File: src/rtl/candidate_column_loader.sv
`default_nettype none
// ============================================================================
// Module : candidate_column_loader
// Assembles a serial pixel stream into 9-lane columns for the candidate buffer.
// Rev    : 1.0
// ============================================================================
module candidate_column_loader #(
  parameter int DATAWIDTH = 8,
  parameter int COLS      = 10
) (
  input  logic                 clock,
  input  logic                 reset,
  input  logic                 clear,
  input  logic [DATAWIDTH-1:0] pix_in,
  input  logic                 pix_valid,
  output logic                 pix_ready,
  output logic [DATAWIDTH-1:0] out_0,
  output logic [DATAWIDTH-1:0] out_1,
  output logic [DATAWIDTH-1:0] out_2,
  output logic [DATAWIDTH-1:0] out_3,
  output logic [DATAWIDTH-1:0] out_4,
  output logic [DATAWIDTH-1:0] out_5,
  output logic [DATAWIDTH-1:0] out_6,
  output logic [DATAWIDTH-1:0] out_7,
  output logic [DATAWIDTH-1:0] out_8,
  output logic                 col_valid,
  input  logic                 col_ready,
  output logic                 col_last,
  output logic                 block_done
);

  localparam logic [0:0] c_st_fill  = 1'b0;
  localparam logic [0:0] c_st_hold  = 1'b1;
  localparam logic [3:0] c_last_row = 4'd8;
  localparam logic [7:0] c_last_col = 8'(COLS - 1);

  logic [0:0]           r_state;
  logic [0:0]           w_state_next;
  logic [3:0]           r_row_cnt;
  logic [7:0]           r_col_cnt;
  logic                 r_block_done;
  logic [DATAWIDTH-1:0] r_lane [9];
  logic                 w_pix_xfer;
  logic                 w_col_xfer;

  // clear wins over both handshakes, so it masks the transfer strobes
  assign w_pix_xfer = pix_valid && (r_state == c_st_fill) && !clear;
  assign w_col_xfer = col_ready && (r_state == c_st_hold) && !clear;

  always_ff @(posedge clock or negedge reset) begin
    if (!reset) begin
      r_state <= c_st_fill;
    end else begin
      r_state <= w_state_next;
    end
  end

  always_comb begin
    w_state_next = r_state;
    if (clear) begin
      w_state_next = c_st_fill;
    end else begin
      case (r_state)
        c_st_fill: if (w_pix_xfer && (r_row_cnt == c_last_row)) w_state_next = c_st_hold;
        c_st_hold: if (w_col_xfer) w_state_next = c_st_fill;
        default:   w_state_next = c_st_fill;
      endcase
    end
  end

  always_comb begin
    pix_ready = (r_state == c_st_fill);
    col_valid = (r_state == c_st_hold);
    col_last  = (r_state == c_st_hold) && (r_col_cnt == c_last_col);
  end

  always_ff @(posedge clock or negedge reset) begin
    if (!reset) begin
      r_row_cnt    <= 4'd0;
      r_col_cnt    <= 8'd0;
      r_block_done <= 1'b0;
    end else if (clear) begin
      r_row_cnt    <= 4'd0;
      r_col_cnt    <= 8'd0;
      r_block_done <= 1'b0;
    end else begin
      r_block_done <= 1'b0;
      if (w_pix_xfer) begin
        r_row_cnt <= (r_row_cnt == c_last_row) ? 4'd0 : r_row_cnt + 4'd1;
      end
      if (w_col_xfer) begin
        if (r_col_cnt == c_last_col) begin
          r_col_cnt    <= 8'd0;
          r_block_done <= 1'b1;
        end else begin
          r_col_cnt <= r_col_cnt + 8'd1;
        end
      end
    end
  end

  // Lanes are written in place by row index; unwritten lanes keep old data
  always_ff @(posedge clock or negedge reset) begin
    if (!reset) begin
      for (int k = 0; k < 9; k++) r_lane[k] <= '0;
    end else if (w_pix_xfer) begin
      for (int k = 0; k < 9; k++) begin
        if (r_row_cnt == 4'(k)) r_lane[k] <= pix_in;
      end
    end
  end

  assign out_0      = r_lane[0];
  assign out_1      = r_lane[1];
  assign out_2      = r_lane[2];
  assign out_3      = r_lane[3];
  assign out_4      = r_lane[4];
  assign out_5      = r_lane[5];
  assign out_6      = r_lane[6];
  assign out_7      = r_lane[7];
  assign out_8      = r_lane[8];
  assign block_done = r_block_done;

endmodule
`default_nettype wire
File: config.mk
export PLATFORM = sky130hd
export DESIGN_NAME = candidate_column_loader
export DESIGN_NICKNAME = d
export VERILOG_FILES = /design/src/rtl/candidate_column_loader.sv
export SDC_FILE = /design/constraint.sdc
export NUM_CORES = 1
export LEC_CHECK = 0
export BUFFER_PORTS_ARGS = -buffer_cell sky130_fd_sc_hd__buf_2
export CELL_PAD_IN_SITES_DETAIL_PLACEMENT = 1
export CELL_PAD_IN_SITES_GLOBAL_PLACEMENT = 2
export CORE_UTILIZATION = 35
export DETAILED_ROUTE_END_ITERATION = 8
export PLACE_DENSITY = 0.88
export SKIP_LAST_GASP = 1
export SYNTH_ARGS = -nofsm -noshare
export SYNTH_HDL_FRONTEND = slang
export SYNTH_SLANG_ARGS = --single-unit
File: constraint.sdc
create_clock -name clock -period 2.35 [get_ports clock]
set_input_delay 0.47 -clock clock [delete_from_list [all_inputs] [get_ports clock]]
set_output_delay 0.47 -clock clock [all_outputs]
set_load 0.02 [all_outputs]
==> results of run 1 <==
## registers in the layout (all words and copies together), names as in the netlist
register	flops
out_4	8
r_col_cnt	8
r_row_cnt	4
out_7	8
out_2	8
out_0	8
out_1	8
out_8	8
col_valid	1
block_done	1
out_3	8
out_6	8
out_5	8
## final cells by class
cell class / count / area share [%]
multi-input cells: 150 / 31.4
inverters: 4 / 0.343
flip-flops and latches: 86 / 49.2
clock inverters: 7 / 1.80
well taps: 133 / 3.80
repair buffers: 91 / 10.6
clock buffers: 9 / 2.83
## worst paths after layout
check / from / to / slack (ns)
setup / recovery: r_col_cnt[1] / col_last / 0.20
hold / removal: reset / out_5[7] / 0.12
setup reg to reg: r_row_cnt[0] / out_8[4] / 0.38
hold reg to reg: out_5[1] / out_5[1] / 0.50
max in group asynchronous: reset / out_4[6] / 1.51
min in group clock: col_ready / col_valid / 0.33
## cell usage after synthesis (2+ instances only)
cell type and number:
nand3_1 4, a31oi_1 4, mux2_4 8, dfrtp_1 86, ha_1 6, mux2_2 60
nand2b_1 2, nand2_2 9, a21oi_1 9, o21ai_0 6, nand2_1 13, inv_1 4
xor2_1 2, nor2_1 5, mux2_1 4, mux2i_1 2
## metal layers
metal	share of wire (%)	track usage, %
met5	0	0
met4	0.83	4.88
met3	5.5	3.93
met2	48	28.9
met1	46	23.2
## worst max-delay path: stages, from the launching register on
cell,delay (ns)
dfrtp_1,0.42
inv_1,0.10
ha_1,0.15
nor4b_2,0.25
nand2_1,0.14
nor2_1,0.11
buf_2,0.17
## report_power, final
part	total (mW)	switching, mW	internal, mW	leakage [nW]
registers	1.72	0.0931	1.63	1.15
logic	0.609	0.374	0.235	1.05
clock network	1.07	0.568	0.505	0.105
total	3.40	1.03	2.37	2.30
## logic make-up (layout without fill, tap and decap cells)
family,after synthesis,count (layout),synth area share (%)
xor gates and xnor gates,2,2,0.493
AOI/OAI and AO/OA,23,23,3.63
buffers and inverters,6,111,0.951
and+or+nand+nor,45,45,8.00
adders and majority gates,6,6,2.11
DFF,86,86,60.6
muxes,74,74,24.2
==> results by group, run 1 <==
Logic synthesis
  – Synth area leaders: dfrtp_1, mux2_2, mux2_4
  – Post-synth top area share: 60.6%
  – Post-synth EDFFs: 0
  – Mapped Cells: 242
  – Post-Syn Nets: 261
  – Most used DFF post-synth: dfrtp_1
  – Syn avg cell area: 14.7 sq um
  – Yosys reg bits: 86
  – Ys async rst share: 100%
  – Mapped cell area: 0.00355 sq mm
  – Cell variety after synth: 34
  – Synth Warn #: 0
  – Area leader, netlist: dfrtp_1
  – Sequential element share of the synthesized area: 60.6%

Worst setup path
  – Startpoint types: flip-flop
  – Worst EP required: 1.88 ns
  – Path depth of the worst reg2reg path: 5
  – Crit path DAT: 1.68 ns
  – Setup CP Type: flip-flop to output port
  – Worst setup EP type: output port
  – Worst Path Max Fanout: 5

Layout
  – Fill cell count: 1,060
  – Layout area overhead: 23.1%
  – Antenna diodes: 0
  – Final instance area: 0.00437 sq mm
  – Seq. cell area: 0.00215 sq mm
  – Most common cell after layout, fill and taps aside: buf_2
  – Nets: 361
  – Layout cells sized above 1: 54.8%
  – Most frequent cells in the layout: buf_2, dfrtp_1, mux2_2
  – Multi-input logic area: 0.00137 sq mm
  – Finished Core Util: 44.5%
  – Non-Filler Instances: 480

Clock network
  – Clk slew on worst S/H paths: 0.09 ns
  – Clock insertion delay at the later pin of the skew report: 0.36 ns
  – # hold bufs at CTS: 0
  – CTS tree: built
  – Clock Sinks: 86
  – Htree depth: 3
  – CTS buffer count: 9
  – Clock Path Buffers: 2
  – Clock root buffer: clkbuf_8
  – Setup Buffers After CTS: 0
  – Post-CTS Resized: 0

Placement
  – Placed cell areas: 0.00417 sq mm
  – Port bufs: 88
  – Placed insts: 464
  – GPL Wtd Cong: 0.850
  – Post-DP HPWL: 6130 microns
  – Post-place setup slack: 0.379 ns

Detailed routing
  – Routed wire length: 8650 microns
  – DRT antenna net count: 0
  – DR pass1 iterations: 3
  – Vias per cell: 4.93
  – Wire per inst: 18.0 microns
  – 1st-iter DRT viols: 56
  – DR DRC count: 0
  – Via count: 2,364

Floorplanning
  – Total Die Area: 0.0106 sq mm
  – Die width: 103 microns
  – Core Region: 0.00982 sq mm
  – # rows: 36
  – Starting Density: 36.2%
  – Num ports: 89
  – Die height: 103 microns

Global routing
  – Largest net degree at the start of global routing: 50
  – First-pass GRT wire length: 13,600 microns
  – GRT overflow: 0
  – Vias in the first global route: 2,459
  – Global Route Usage Sum: 17.5%
  – Antenna violations before repair: 0

STA
  – Worst Tran Pin Value: 0.637 ns
  – Highest clock rate: 464 MHz
  – Final setup skew: 0.0116 ns
  – RSZ-0062 raised after global routing: no
  – Tcrit/Tclk final: 91.7%
  – TNS Setup: 0 ns
  – Fin. max-slew vios: 0
  – Max-Slew Margin vs Limit: 57.5%
  – Fin Hold WS: 0.116 ns
  – Final setup violation count: 0
  – Setup ws final: 0.196 ns
  – Final Hold Violating Endpoints: 0
  – Min Tclk post-route: 2.15 ns

Hold path
  – Min-Delay Path Class: input pin to async pin

Pwr
  – Tot Pwr: 3.40 mW
  – Maximum vdd drop: 0.256 mV
  – LEAKAGE: 2.30 nW
  – PD cells: 778 mW/mm^2

Outcome
  – Outcome: finished, final reports clean

Job
  – Max-cap violation count: 0
Power figures use the tool's default switching activity.
==> run 2: changes to the inputs <==
--- a/config.mk
+++ b/config.mk
@@ -5,12 +5,13 @@
 export SDC_FILE = /design/constraint.sdc
 export NUM_CORES = 1
 export LEC_CHECK = 0
-export BUFFER_PORTS_ARGS = -buffer_cell sky130_fd_sc_hd__buf_2
-export CELL_PAD_IN_SITES_DETAIL_PLACEMENT = 1
+export CAP_MARGIN = 15
+export CELL_PAD_IN_SITES_DETAIL_PLACEMENT = 2
 export CELL_PAD_IN_SITES_GLOBAL_PLACEMENT = 2
 export CORE_UTILIZATION = 35
 export DETAILED_ROUTE_END_ITERATION = 8
-export PLACE_DENSITY = 0.88
+export DONT_BUFFER_PORTS = 1
+export PLACE_DENSITY = 0.77
 export SKIP_LAST_GASP = 1
 export SYNTH_ARGS = -nofsm -noshare
 export SYNTH_HDL_FRONTEND = slang
==> run 2 against run 1 <==
The flow now finishes with violations (negative hold slack). Core utilization shrank 4.5 points. Clock skew grew 0.0061 ns. Combinational power shrank 69%. Routed wire length grew 0.14%. Critical path depth shrank 1. Non-clock buffer count shrank 90. Critical path type unchanged. Critical endpoint unchanged. Highest routed layer unchanged.
==> results by group, run 2 (same netlist as run 1, synthesis figures left out) <==
Outcome
  – Violations in the final reports: negative hold slack
  – Outcome: finished, violations left (was finished, final reports clean)

Worst setup path
  – Setup crit start: r_col_cnt[1] (unchanged)
  – Worst R2R Start: r_row_cnt[0] (unchanged)
  – R2R setup slack: 0.34 ns (was 0.38 ns)
  – Path depth of the worst reg2reg path: 5 (unchanged)
  – Reg2reg end: out_8[0] (was out_8[4])
  – Setup CP Type: flip-flop to output port (unchanged)
  – Worst setup EP type: output port (unchanged)
  – Worst Path Max Fanout: 5 (unchanged)
  – Crit path DAT: 1.66 ns (was 1.68 ns)
  – End of the critical path: col_last (unchanged)
  – Worst EP required: 1.88 ns (about the same)
  – Startpoint types: flip-flop (unchanged)

Global routing
  – GRT overflow: 0 (unchanged)
  – First-pass GRT wire length: 13,000 microns (was 13,600 microns)
  – Largest net degree at the start of global routing: 87 (was 50)
  – Global Route Usage Sum: 17.2% (was 17.5%)
  – Antenna violations before repair: 0 (unchanged)
  – Vias in the first global route: 2,222 (was 2,459)

Pwr
  – PD cells: 817 mW/mm^2 (was 778 mW/mm^2)
  – Clock share of power: 33.9% (was 31.5%)
  – Switching portion of total power: 29.4% (was 30.4%)
  – Logic gate share of total power: 5.9% (was 17.9%)
  – Power Internal: 2.27 mW (was 2.37 mW)
  – Share of power burned in registers: 60.2% (was 50.6%)
  – LEAKAGE: 1.86 nW (was 2.30 nW)
  – Maximum vdd drop: 0.248 mV (was 0.256 mV)
  – Switching pwr: 0.944 mW (was 1.03 mW)

Detailed routing
  – DR DRC count: 0 (unchanged)
  – 1st-iter DRT viols: 52 (was 56)
  – Routed wire length: 8660 microns (was 8650 microns)
  – Via count: 2,078 (was 2,364)
  – DRT antenna net count: 0 (unchanged)
  – Wire per inst: 22.2 microns (was 18.0 microns)
  – DR pass1 iterations: 4 (was 3)
  – Vias per cell: 5.33 (was 4.93)

Layout
  – Most frequent cells in the layout: dfrtp_1, mux2_2, nand2_1 (was buf_2, dfrtp_1, mux2_2)
  – Layout area overhead: 10.6% (was 23.1%)
  – Layout cells sized above 1: 39.3% (was 54.8%)
  – Antenna diodes: 0 (unchanged)
  – Nets: 271 (was 361)
  – Multi-input logic area: 0.00138 sq mm (was 0.00137 sq mm)
  – Most common cell after layout, fill and taps aside: dfrtp_1 (was buf_2)
  – Seq. cell area: 0.00215 sq mm (unchanged)
  – Fill cell count: 1,027 (was 1,060)

Floorplanning
  – Starting Density: 36.2% (unchanged)
  – Die width: 103 microns (unchanged)
  – Die height: 103 microns (unchanged)
  – Core Region: 0.00982 sq mm (unchanged)
  – Num ports: 89 (unchanged)
  – Total Die Area: 0.0106 sq mm (unchanged)
  – # rows: 36 (unchanged)

STA
  – Tcrit/Tclk final: 90.6% (was 91.7%)
  – Fin Hold WS: -0.212 ns (was 0.116 ns)
  – Min Tclk post-route: 2.13 ns (was 2.15 ns)
  – RSZ-0062 raised after global routing: no (unchanged)
  – TNS Setup: 0 ns (unchanged)
  – Final setup skew: 0.0177 ns (was 0.0116 ns)
  – Final setup violation count: 0 (unchanged)
  – Highest clock rate: 470 MHz (was 464 MHz)
  – Fin. max-slew vios: 0 (unchanged)
  – Final Hold Violating Endpoints: 86 (was 0)
  – Worst Tran Pin Value: 0.584 ns (was 0.637 ns)
  – Max-Slew Margin vs Limit: 61.1% (was 57.5%)

Placement
  – Port bufs: 0 (was 88)
  – GPL Wtd Cong: 0.808 (was 0.850)
  – Post-DP HPWL: 6080 microns (was 6130 microns)

Clock network
  – Clk slew on worst S/H paths: 0.10 ns (was 0.09 ns)
  – Clock Sinks: 86 (unchanged)
  – CTS buffer count: 9 (unchanged)
  – Clock insertion delay at the later pin of the skew report: 0.36 ns (about the same)
  – Htree depth: 3 (unchanged)
  – Clock Path Buffers: 2 (unchanged)
  – Clock root buffer: clkbuf_8 (unchanged)
  – Setup Buffers After CTS: 0 (unchanged)
  – CTS tree: built (unchanged)

Hold path
  – Min-Delay Path Class: input pin to async pin (unchanged)

Job
  – Max-cap violation count: 0 (unchanged)
[run 2: area by class of cell]
class	count	area share, %
multi-input combinational	150	35.0
sequential	86	54.8
inverter	4	0.382
clock inverter	7	2.26
clock buffer	9	3.15
timing repair buffer	1	0.191
tap	133	4.24
[run 2: how the worst min path moves through the flow]
stage / slack (ns) / cells past startpoint / from / to
6_report: -0.21 / 0 / reset / out_3[6]
5_1_grt: -0.24 / 0 / reset / out_3[6]
4_1_cts: -0.23 / 0 / reset / out_3[6]
3_5_place_dp: 0.18 / 0 / reset / out_3[0]
3_3_place_gp: 0.18 / 0 / reset / out_3[1]
2_1_floorplan: 0.17 / 0 / reset / block_done
[run 2: per-stage QoR]
step | util (%) | std cells | setup WS, ns | total power, mW | area, sq um
finish | 40.0 | 390 | 0.221 | 3.21 | 3930
global route | 40.0 | 390 | 0.0704 | 3.36 | 3930
CTS | 39.9 | 390 | 0.0332 | 3.26 | 3920
detailed placement | 37.8 | 374 | 0.345 | 2.16 | 3710
global placement | 37.8 | 374 | 0.498 | 2.13 | 3710
floorplan | - | 242 | 0.548 | 2.09 | 3550
[run 2: repair_timing]
action                                  CTS  global route
endpoints found under the setup margin    1             1
pin swaps                                 0             0
endpoints found under the hold margin    86            86
gates resized for setup                   1             1
[run 2: critical path, cell delays in order (launching register included)]
cell     delay (ns)
dfrtp_1        0.43
inv_1          0.09
ha_1           0.14
nor4b_2        0.25
nand2_1        0.16
nor2_2         0.24
[run 2: metal layers]
metal / part of all wire, % / vias up / global-route usage (%)
met4: 1.6 / 0 / 6.39
li1: - / 880 / -
met3: 9.8 / 12 / 7.46
met1: 36 / 1110 / 17.8
met2: 53 / 76 / 30.7
met5: 0 / - / 0
[run 2: power by group through the flow]
stage	Sequential, mW	Combinational [mW]	Clock (mW)
6_report	1.93	0.190	1.09
5_1_grt	1.96	0.209	1.20
4_1_cts	1.94	0.196	1.13
3_5_place_dp	1.97	0.194	0
3_3_place_gp	1.96	0.177	0
2_1_floorplan	1.92	0.167	0
==> run 3: changes to the inputs <==
--- a/config.mk
+++ b/config.mk
@@ -8,10 +8,10 @@
 export CAP_MARGIN = 15
 export CELL_PAD_IN_SITES_DETAIL_PLACEMENT = 2
 export CELL_PAD_IN_SITES_GLOBAL_PLACEMENT = 2
-export CORE_UTILIZATION = 35
+export CORE_UTILIZATION = 42
 export DETAILED_ROUTE_END_ITERATION = 8
 export DONT_BUFFER_PORTS = 1
-export PLACE_DENSITY = 0.77
+export PLACE_DENSITY_LB_ADDON = 0.1
 export SKIP_LAST_GASP = 1
 export SYNTH_ARGS = -nofsm -noshare
 export SYNTH_HDL_FRONTEND = slang
==> run 3 against run 2 <==
Via count decreased by 3.4%. Setup slack gained 0.0082 ns. Critical path type unchanged. The run still ends with negative hold slack left. Critical endpoint unchanged. Largest cell class unchanged. Core utilization rose by 7.5 points. Non-clock buffer count is 1 lower.
==> results by group, run 3 (same netlist as run 1, synthesis figures left out) <==
Layout
  – Layout area overhead: 9.90% (was 10.6%)
  – Layout cells sized above 1: 38.7% (was 39.3%)
  – Antenna diodes: 0 (unchanged)
  – Final instance area: 0.00390 sq mm (was 0.00393 sq mm)
  – Most frequent cells in the layout: dfrtp_1, mux2_2, nand2_1 (unchanged)
  – Most common cell after layout, fill and taps aside: dfrtp_1 (unchanged)
  – Nets: 270 (was 271)
  – Fill cell count: 800 (was 1,027)
  – Seq. cell area: 0.00215 sq mm (unchanged)
  – Multi-input logic area: 0.00138 sq mm (unchanged)

Placement
  – Placed cell areas: 0.00366 sq mm (was 0.00371 sq mm)
  – Post-DP HPWL: 5690 microns (was 6080 microns)
  – Port bufs: 0 (unchanged)
  – GPL Wtd Cong: 0.746 (was 0.808)

Pwr
  – LEAKAGE: 1.87 nW (was 1.86 nW)
  – PD cells: 850 mW/mm^2 (was 817 mW/mm^2)
  – Maximum vdd drop: 0.320 mV (was 0.248 mV)

Clock network
  – Clock Sinks: 86 (unchanged)
  – Clock insertion delay at the later pin of the skew report: 0.35 ns (was 0.36 ns)
  – CTS buffer count: 9 (unchanged)
  – Clk slew on worst S/H paths: 0.09 ns (was 0.10 ns)
  – Setup Buffers After CTS: 0 (unchanged)
  – Htree depth: 3 (unchanged)
  – Clock root buffer: clkbuf_8 (unchanged)
  – CTS tree: built (unchanged)
  – Clock Path Buffers: 2 (unchanged)

Floorplanning
  – Die width: 94.0 microns (was 103 microns)
  – # rows: 33 (was 36)
  – Starting Density: 43.2% (was 36.2%)
  – Num ports: 89 (unchanged)
  – Die height: 94.0 microns (was 103 microns)
  – Core Region: 0.00822 sq mm (was 0.00982 sq mm)
  – Total Die Area: 0.00883 sq mm (was 0.0106 sq mm)

Global routing
  – Most Crowded Layer GR: met2 (unchanged)
  – Vias in the first global route: 2,289 (was 2,222)
  – Met3 Track Usage GR: 7.12% (was 7.46%)
  – GRT overflow: 0 (unchanged)
  – Antenna violations before repair: 0 (unchanged)
  – Global Route Usage Sum: 20.2% (was 17.2%)
  – Met2 GRT Util: 33.6% (was 30.7%)
  – Largest net degree at the start of global routing: 87 (unchanged)
  – First-pass GRT wire length: 12,700 microns (was 13,000 microns)
  – M1 GR Usage: 23.4% (was 17.8%)

Hold path
  – Min-Delay Path Class: input pin to async pin (unchanged)

Detailed routing
  – DR DRC count: 0 (unchanged)
  – Via count: 2,008 (was 2,078)
  – 1st-iter DRT viols: 37 (was 52)
  – Routed wire length: 8350 microns (was 8660 microns)
  – DRT antenna net count: 0 (unchanged)
  – Vias per cell: 5.56 (was 5.33)
  – DR pass1 iterations: 6 (was 4)
  – Wire per inst: 23.1 microns (was 22.2 microns)

STA
  – Final setup skew: 0.0113 ns (was 0.0177 ns)
  – RSZ-0062 raised after global routing: no (unchanged)
  – Max-Slew Margin vs Limit: 55.2% (was 61.1%)
  – Final Hold Violating Endpoints: 86 (unchanged)
  – Final setup violation count: 0 (unchanged)
  – Highest clock rate: 472 MHz (was 470 MHz)
  – Worst Tran Pin Value: 0.671 ns (was 0.584 ns)
  – Min Tclk post-route: 2.12 ns (was 2.13 ns)
  – TNS Setup: 0 ns (unchanged)
  – Fin Hold WS: -0.203 ns (was -0.212 ns)
  – Fin. max-slew vios: 0 (unchanged)
  – Tcrit/Tclk final: 90.2% (was 90.6%)

Job
  – Max-cap violation count: 0 (unchanged)

Worst setup path
  – Worst setup EP type: output port (unchanged)
  – Worst Path Max Fanout: 5 (unchanged)
  – Crit path DAT: 1.65 ns (was 1.66 ns)
  – Setup CP Type: flip-flop to output port (unchanged)
  – Worst EP required: 1.88 ns (about the same)
  – Startpoint types: flip-flop (unchanged)

Outcome
  – Violations in the final reports: negative hold slack (unchanged)
  – Outcome: finished, violations left (unchanged)
-- run 3: changes by cell type in the layout (fill, tap and decap cells not counted), sizes merged --
cell      change
bufinv        +1
clkinv        -2
clkinvlp      -1
buf           -1
clkbuf        +2
-- run 3: path summary, 6_finish.rpt --
kind | from | endpoint | slack (ns) | cells past startpoint
min | reset | r_row_cnt[0] | -0.20 | 0
min reg2reg | r_col_cnt[7] | r_col_cnt[7] | 0.52 | 1
max | r_col_cnt[1] | col_last | 0.23 | 5
min in group clock | clear | r_row_cnt[0] | 0.17 | 1
max in group asynchronous | reset | out_7[7] | 2.41 | 0
max reg2reg | r_row_cnt[0] | out_8[4] | 0.34 | 5
-- run 3: stage by stage --
stage / hold WS [ns] / utilization, % / instances / worst slack [ns] / power (mW)
floorplan: 0.174 / - / 242 / 0.548 / 2.09
global placement: 0.177 / 44.6 / 345 / 0.380 / 2.13
detailed placement: 0.177 / 44.6 / 345 / 0.360 / 2.16
CTS: -0.223 / 47.4 / 361 / 0.0143 / 3.37
global route: -0.232 / 47.5 / 361 / 0.0973 / 3.46
finish: -0.203 / 47.5 / 361 / 0.230 / 3.32
-- run 3: worst max-delay path, cell delays in order (launching register included) --
cell and delay (ns):
dfrtp_1 0.43, inv_1 0.09, ha_1 0.14, nor4b_2 0.24
nand2_1 0.16, nor2_2 0.24
-- run 3: routing by layer --
layer / part of all wire [%] / wire, microns
met3: 7.4 / 622
met1: 43 / 3560
met5: 0 / 0
met2: 49 / 4080
met4: 1.1 / 96
-- run 3: cell type report --
type / count / share of cell area (%)
sequential: 86 / 55.1
multi-input combinational: 150 / 35.2
clock buffer: 11 / 3.62
tap: 105 / 3.37
clock inverter: 5 / 2.28
inverter: 4 / 0.385
-- run 3: repair_timing --
item,in CTS,in global routing
endpoints found under the hold margin,86,86
resized for setup,0,2
endpoints found under the setup margin,0,1
-- run 3: power by group --
| group | internal (mW) | switching (mW) |
|---|---|---|
| clock network | 0.644 | 0.554 |
| registers | 1.63 | 0.302 |
| logic | 0.123 | 0.0657 |
